==> src/rtl/stream_mux_if.sv <==
`default_nettype none
// ============================================================================
// Module   : stream_mux_if
// Purpose  : Handshake and data bundle for stream_mux (N inputs, one output).
// Revision : 1.0 - initial release
// ============================================================================
interface stream_mux_if #(
  parameter int WIDTH    = 8,
  parameter int CHANNELS = 4
) ();
  localparam int SEL_W = $clog2(CHANNELS);

  logic [CHANNELS*WIDTH-1:0] in_data;
  logic [CHANNELS-1:0]       in_valid;
  logic [CHANNELS-1:0]       in_ready;
  logic [SEL_W-1:0]          sel;
  logic                      mode;
  logic [WIDTH-1:0]          out_data;
  logic [SEL_W-1:0]          out_chan;
  logic                      out_valid;
  logic                      out_ready;

  modport slave (
    input  in_data, in_valid, sel, mode, out_ready,
    output in_ready, out_data, out_chan, out_valid
  );

  modport master (
    output in_data, in_valid, sel, mode, out_ready,
    input  in_ready, out_data, out_chan, out_valid
  );
endinterface
`default_nettype wire

==> src/rtl/stream_mux.sv <==
`default_nettype none
// ============================================================================
// Module   : stream_mux
// Purpose  : Registered N-channel stream mux, fixed select or round-robin.
//            Round-robin arbiter is built only with STREAM_MUX_RR_EN defined.
// Revision : 1.0 - initial release
// ============================================================================
module stream_mux #(
  parameter int WIDTH    = 8,
  parameter int CHANNELS = 4
) (
  input  logic        clk,
  input  logic        rst,
  stream_mux_if.slave bus
);
  localparam int SEL_W = $clog2(CHANNELS);

  logic                out_valid_q, out_valid_d;
  logic [WIDTH-1:0]    out_data_q,  out_data_d;
  logic [SEL_W-1:0]    out_chan_q,  out_chan_d;

  logic                w_load_en;
  logic                w_rr_mode;
  logic                w_xfer;
  logic [WIDTH-1:0]    w_xfer_data;
  logic [SEL_W-1:0]    w_xfer_chan;
  logic [CHANNELS-1:0] w_fixed_ready;
  logic [CHANNELS-1:0] w_rr_ready;
  logic [CHANNELS-1:0] w_ready;

  assign w_load_en = ~out_valid_q | bus.out_ready;

  // A select value outside 0..CHANNELS-1 simply matches no channel.
  always_comb begin
    w_fixed_ready = '0;
    for (int i = 0; i < CHANNELS; i++) begin
      if (bus.sel == SEL_W'(i)) w_fixed_ready[i] = w_load_en;
    end
  end

`ifdef STREAM_MUX_RR_EN
  logic [SEL_W-1:0] last_q, last_d;
  logic             w_rr_found;
  logic [SEL_W-1:0] w_rr_idx;
  int               w_rr_best;

  // Position of chan in the search order that starts just after last.
  function automatic int rr_dist(input int chan, input int last);
    return (chan - last - 1 + 2 * CHANNELS) % CHANNELS;
  endfunction

  assign w_rr_mode = bus.mode;

  always_comb begin
    w_rr_found = 1'b0;
    w_rr_idx   = '0;
    w_rr_best  = CHANNELS;
    w_rr_ready = '0;
    for (int i = 0; i < CHANNELS; i++) begin
      if (bus.in_valid[i] && (rr_dist(i, int'(last_q)) < w_rr_best)) begin
        w_rr_found = 1'b1;
        w_rr_idx   = SEL_W'(i);
        w_rr_best  = rr_dist(i, int'(last_q));
      end
    end
    for (int i = 0; i < CHANNELS; i++) begin
      w_rr_ready[i] = w_rr_found && (w_rr_idx == SEL_W'(i)) && w_load_en;
    end
  end

  // Pointer moves only on a completed transfer, never on a stalled grant.
  always_comb begin
    last_d = last_q;
    if (w_rr_mode && w_xfer) last_d = w_xfer_chan;
  end

  always_ff @(posedge clk) begin
    if (rst) last_q <= SEL_W'(CHANNELS - 1);
    else     last_q <= last_d;
  end
`else
  assign w_rr_mode  = 1'b0 & bus.mode;
  assign w_rr_ready = '0;
`endif

  assign w_ready      = rst ? '0 : (w_rr_mode ? w_rr_ready : w_fixed_ready);
  assign bus.in_ready = w_ready;

  always_comb begin
    w_xfer      = 1'b0;
    w_xfer_data = '0;
    w_xfer_chan = '0;
    for (int i = 0; i < CHANNELS; i++) begin
      if (bus.in_valid[i] && w_ready[i]) begin
        w_xfer      = 1'b1;
        w_xfer_data = bus.in_data[i*WIDTH +: WIDTH];
        w_xfer_chan = SEL_W'(i);
      end
    end
  end

  always_comb begin
    out_valid_d = out_valid_q;
    out_data_d  = out_data_q;
    out_chan_d  = out_chan_q;
    if (w_xfer) begin
      out_valid_d = 1'b1;
      out_data_d  = w_xfer_data;
      out_chan_d  = w_xfer_chan;
    end else if (bus.out_ready) begin
      out_valid_d = 1'b0;
    end
  end

  always_ff @(posedge clk) begin
    if (rst) begin
      out_valid_q <= 1'b0;
      out_data_q  <= '0;
      out_chan_q  <= '0;
    end else begin
      out_valid_q <= out_valid_d;
      out_data_q  <= out_data_d;
      out_chan_q  <= out_chan_d;
    end
  end

  assign bus.out_valid = out_valid_q;
  assign bus.out_data  = out_data_q;
  assign bus.out_chan  = out_chan_q;
endmodule
`default_nettype wire

==> src/flat_wrapper.sv <==
// flat-port wrapper written by rule: the top's interface ports become plain ports
module stream_mux_flat 
#(
  parameter int WIDTH    = 8,
  parameter int CHANNELS = 4
)
  (clk, rst, bus_in_data, bus_in_valid, bus_sel, bus_mode, bus_out_ready, bus_in_ready, bus_out_data, bus_out_chan, bus_out_valid);
  stream_mux_if #(.WIDTH(WIDTH), .CHANNELS(CHANNELS)) bus_i ();
  input  logic clk;
  input  logic rst;
  input wire logic [$bits(bus_i.in_data)-1:0] bus_in_data;
  input wire logic [$bits(bus_i.in_valid)-1:0] bus_in_valid;
  input wire logic [$bits(bus_i.sel)-1:0] bus_sel;
  input wire logic [$bits(bus_i.mode)-1:0] bus_mode;
  input wire logic [$bits(bus_i.out_ready)-1:0] bus_out_ready;
  output wire logic [$bits(bus_i.in_ready)-1:0] bus_in_ready;
  output wire logic [$bits(bus_i.out_data)-1:0] bus_out_data;
  output wire logic [$bits(bus_i.out_chan)-1:0] bus_out_chan;
  output wire logic [$bits(bus_i.out_valid)-1:0] bus_out_valid;
  assign bus_i.in_data = bus_in_data;
  assign bus_i.in_valid = bus_in_valid;
  assign bus_i.sel = bus_sel;
  assign bus_i.mode = bus_mode;
  assign bus_i.out_ready = bus_out_ready;
  assign bus_in_ready = bus_i.in_ready;
  assign bus_out_data = bus_i.out_data;
  assign bus_out_chan = bus_i.out_chan;
  assign bus_out_valid = bus_i.out_valid;
  stream_mux #(.WIDTH(WIDTH), .CHANNELS(CHANNELS)) u_core (.clk(clk), .rst(rst), .bus(bus_i));
endmodule
==> config.mk <==
export PLATFORM = sky130hd
export DESIGN_NAME = stream_mux_flat
export DESIGN_NICKNAME = d
export VERILOG_FILES = /design/src/rtl/stream_mux_if.sv /design/src/rtl/stream_mux.sv /design/src/flat_wrapper.sv
export SDC_FILE = /design/constraint.sdc
export NUM_CORES = 1
export LEC_CHECK = 0
export ABC_AREA = 1
export BUFFER_PORTS_ARGS = -buffer_cell sky130_fd_sc_hd__buf_2
export CORE_MARGIN = 10
export CORE_UTILIZATION = 32
export CTS_CLUSTER_SIZE = 14
export DETAILED_ROUTE_END_ITERATION = 7
export SLEW_MARGIN = 20
export SYNTH_ARGS = -nofsm -noshare
export SYNTH_HDL_FRONTEND = slang
export SYNTH_SLANG_ARGS = --single-unit
export TNS_END_PERCENT = 20
==> constraint.sdc <==
create_clock -name clk -period 1.7 [get_ports clk]
set_clock_uncertainty 0.15 [all_clocks]
set_input_delay 0.255 -clock clk [delete_from_list [all_inputs] [get_ports clk]]
set_output_delay 0.255 -clock clk [all_outputs]
set_load 0.02 [all_outputs]
### After elaboration in Yosys (flattened, before gate mapping)

Index checks and enable logic that the tools add are counted.

| cells by class | value |
|---|---|
| eq/ne operators | 3 |
| muxes and demuxes | 18 |
| bitwise gates (word level) | 2 |
| reduce and logical (&&, ||, !) cells | 6 |

Operators with widths:

| cell | number |
|---|---|
| 8-bit 2-to-1 mux | 4 |
| 1-bit 2-to-1 mux | 11 |
| 2-bit == test, second input constant | 2 |
| 1-bit logical AND | 4 |
| 2-bit 2-to-1 mux | 2 |
| 4-bit 2-to-1 mux | 1 |
| 2-bit by 1-bit == test with 1-bit output, second input constant | 1 |
| 2-bit zero test | 1 |
| 2-bit nonzero test | 1 |
| 1-bit NOT | 1 |
| 1-bit OR | 1 |

| storage, ports and cells | value |
|---|---|
| register bits | 11 |
| bits of input ports | 42 |
| output and inout port bits | 15 |
| logic and storage cells | 32 |

### Depth between registers and ports, before layout

| logic depth | value |
|---|---|
| depth after elaboration | 10 |
| mapped depth | 8 |
| gate-level depth less buffers | 8 |

### Least setup slack after synthesis

OpenSTA, ideal clock, no wires.

| timing path | value |
|---|---|
| path type | register to output |
| start point | reg u_core.out_valid_q, in the netlist u_core.bus.out_valid |
| end point | out bus_in_ready[0] |
| data arrival time | 1223 ps |
| data required time | 1295 ps |
| setup slack | 72 ps |
| stages on the path, launching flop included | 4 |
| buffers on the path | 0 |
| path through | dfxtp_1 nand2_1 inv_1 nor4_1 |

| on the way | value |
|---|---|
| word-level cells in the longest chain between the ends | 4 |

RTL lines:

| what | RTL line | text |
|---|---|---|
| start: declaration | stream_mux.sv:18 | `logic out_valid_q, out_valid_d;` |
| start signal: assignment | stream_mux.sv:121 | `out_valid_q <= out_valid_d;` |
| 1-bit NOT | stream_mux.sv:31 | `assign w_load_en = ~out_valid_q \| bus.out_ready;` |
| 1-bit OR | stream_mux.sv:31 |  |
| 1-bit 2-to-1 mux | stream_mux.sv:37 | `if (bus.sel == SEL_W'(i)) w_fixed_ready[i] = w_load_en;` |
| 4-bit 2-to-1 mux | stream_mux.sv:86 | `assign w_ready = rst ? '0 : (w_rr_mode ? w_rr_ready : w_fixed_ready);` |
| end: declaration | flat_wrapper.sv:16 | `output wire logic [$bits(bus_i.in_ready)-1:0] bus_in_ready;` |

Every way passes these cells.

### Final worst setup path

Ends and elaborated chain as after synthesis.

==> results.txt <==
Status - finished clean
RSZ-0062 raised after global routing - yes
I/O Buffers - 55
Pin count of the biggest net entering global routing - 20
Hold Violations, Final - 0
DR pass1 iterations - 4
Fmax - 607.2 MHz
Clock Latency Late Sink - 0.26 ns
Max_cap viols - 0
Crit path kind - flop to primary output
Full die area - 0.005160 sq mm
Residual DRC count - 0
Nets - 226
YS warnings - 0
Min-Delay Path Class - primary input to flop
Non-Filler Instances - 213
Root Buffer - clkbuf_4
Area Overhead vs Synth - 40.90%
Fillers - 295
CTS tree - yes
Syn Inst Count - 129
Vias - 1,157
Gr busiest metal - met2
CTS max path bufs - 2
CTS buffer count - 3
R2R cell count - 8
Reg2reg end - u_core.bus.out_data[7]
Area of the mapped netlist - 859.6 sq um
Global route overflow - 0
Max-slew headroom - 82.45%
Fin. max-slew vios - 0
Synth Area per Inst - 6.663 sq um
Cell Rows - 18
M3 GR Usage - 6.336%
CP Data Arrival Time - 1.24 ns
Share of post-route cells with drive strength above 1 - 42.62%
Met1 Use GR - 12.12%
Die Y - 71.83 um
Pleak - 0.0006162 uW
Post-CTS setup buffers - 0
Post-Route Utilization - 48.02%
Post-DP HPWL - 2.550 mm
Final setup viols - 0
Crit path cell chain - nand2_1 > inv_1 > nor4_1 > buf_2
Max incr delay on CP - 0.36 ns
Fin crit share - 96.88%
Vias in the first global route - 1,204
Io pins - 57
Sinks on Clock Net - 11
Initial antenna violation count - 0
Core area - 0.002522 sq mm
Synth cell types - 19
Initial Util - 34.08%
Pwr dens - 610.1 mW/mm^2
Sequential standard cell area - 220.2 sq um
Final wirelength - 3.182 mm
Initial DRC count - 122
Yosys reg bits - 11
Htree depth - 1
Min cycle time layout - 1.647 ns
Gpl congestion - 0.7822
Worst setup startpoint - u_core.bus.out_valid
Power, Total - 738.9 uW
Hold_sp - rst
Final WS setup - 0.05302 ns
Worst VDD drop - 683.8 uV
CP Max Fanout - 4
Antenna diode instance count - 0
Vias per inst - 5.432
Place WS - 0.2268 ns
Worst-Margin Slew - 0.2633 ns
First-pass GRT wire length - 5.099 mm
Required time of the critical path - 1.29 ns
End of the critical path - bus_in_ready[0]
Floorplan die width - 71.83 um
Reg2Reg Setup Slack - 0.28 ns
Post-Syn Nets - 171
Worst Setup End Kind - primary output
R2R Path Start - u_core.bus.out_valid
Sequential share of the synthesized area - 25.62%
GRT Util Overall - 11.73%
Multi-input gate area - 553.0 sq um
Startpoint class of the critical path - flop
Crit-path slowest cell - dfxtp_1
Avg WL per Cell - 14.94 um
Met2 usage - 20.20%
Clock slew at reported path FFs - 0.06 ns
Placed cell count - 209
Final ANT Viol Nets - 0
where the power goes:
group / internal (uW) / switching, uW
logic: 108 / 168
clock network: 90.7 / 80.4
registers: 280 / 11.8
total: 478 / 260
timing repair:
| item | in CTS | in global routing |
|---|---|---|
| setup endpoints to repair | 0 | 3 |
| gates resized for setup | 0 | 3 |
| endpoints found under the hold margin | 0 | 0 |
| hold buffers | 0 | 0 |
logic make-up after synthesis:
kind of cell           after synthesis  synth area share (%)
AOI/OAI and AO/OA                    5                 5.096
buffers and inverters               23                 12.23
DFF                                 11                 25.62
and+or+nand+nor                     90                 57.06
worst max-delay path: cells and delay by family, from the launching register on:
kind | cells | cell delay, ns
DFF | 1 | 0.36
buffers and inverters | 2 | 0.31
and+or+nand+nor | 2 | 0.31
metrics by stage:
step                      instance area [sq um]  hold WS, ns  TNS (ns)
after floorplan                           859.6       0.3558         0
after global placement                     1166       0.3170         0
final                                      1211       0.1803         0
after CTS                                  1192       0.1641         0
after detailed placement                   1166       0.3335         0
after global routing                       1211       0.1815  -0.05584
cell usage after synthesis:
| cell | n | area share [%] |
|---|---|---|
| nor2_4 | 3 | 3.9 |
| nand2_1 | 19 | 8.3 |
| nand2_2 | 2 | 1.5 |
| nor2_1 | 18 | 7.9 |
| nand3_1 | 2 | 1.2 |
| buf_4 | 2 | 1.7 |
| nand3_2 | 2 | 2.3 |
| nor4_1 | 4 | 2.9 |
| a21oi_2 | 2 | 2.0 |
| clkbuf_1 | 2 | 0.87 |
| a21oi_4 | 1 | 1.9 |
| a21oi_1 | 2 | 1.2 |
| nand4_1 | 40 | 29 |
| dfxtp_1 | 11 | 26 |
| buf_1 | 2 | 0.87 |
| buf_6 | 1 | 1.3 |
| inv_1 | 11 | 4.8 |
| inv_2 | 2 | 0.87 |
| buf_2 | 3 | 1.7 |
area by class of cell:
| type | instances | area share (%) |
|---|---|---|
| Tap cell | 30 | 3.099 |
| Timing Repair Buffer | 60 | 26.86 |
| Inverter | 13 | 4.029 |
| Multi-Input combinational cell | 95 | 45.66 |
| Clock buffer | 4 | 2.169 |
| Sequential cell | 11 | 18.18 |
flip-flops by register name (all words and copies together) (netlist names):
signal,flops
u_core.bus.out_data,8
u_core.bus.out_chan,2
u_core.bus.out_valid,1
worst min-delay path by stage:
stage | to | slack (ns) | cells past startpoint
6_report | u_core.bus.out_chan[1] | 0.18 | 2
5_1_grt | u_core.bus.out_chan[1] | 0.18 | 2
4_1_cts | u_core.bus.out_chan[0] | 0.16 | 2
3_5_place_dp | u_core.bus.out_chan[1] | 0.33 | 2
3_3_place_gp | u_core.bus.out_chan[1] | 0.32 | 2
2_1_floorplan | u_core.bus.out_valid | 0.36 | 2
layout by cell type, fill, tap and decap left out, types with 2 or more instances in the layout:
| cell type | count |
|---|---|
| nand4_1 | 40 |
| nand3_2 | 2 |
| inv_2 | 2 |
| nor2_1 | 18 |
| inv_1 | 11 |
| buf_2 | 55 |
| a21oi_1 | 2 |
| buf_4 | 4 |
| a21oi_2 | 2 |
| clkbuf_4 | 3 |
| dfxtp_1 | 11 |
| nand2_2 | 2 |
| nand3_1 | 2 |
| nor4_2 | 3 |
| nand2_1 | 19 |
| nor2_4 | 3 |
layer usage:
layer | routed length (um) | share of wire, % | vias to the layer above
met2 | 1587 | 50 | 59
li1 | - | - | 569
met5 | 0 | 0 | -
met4 | 74 | 2.3 | 0
met3 | 356 | 11 | 8
met1 | 1164 | 37 | 521
(Power assumes the default switching activity.)
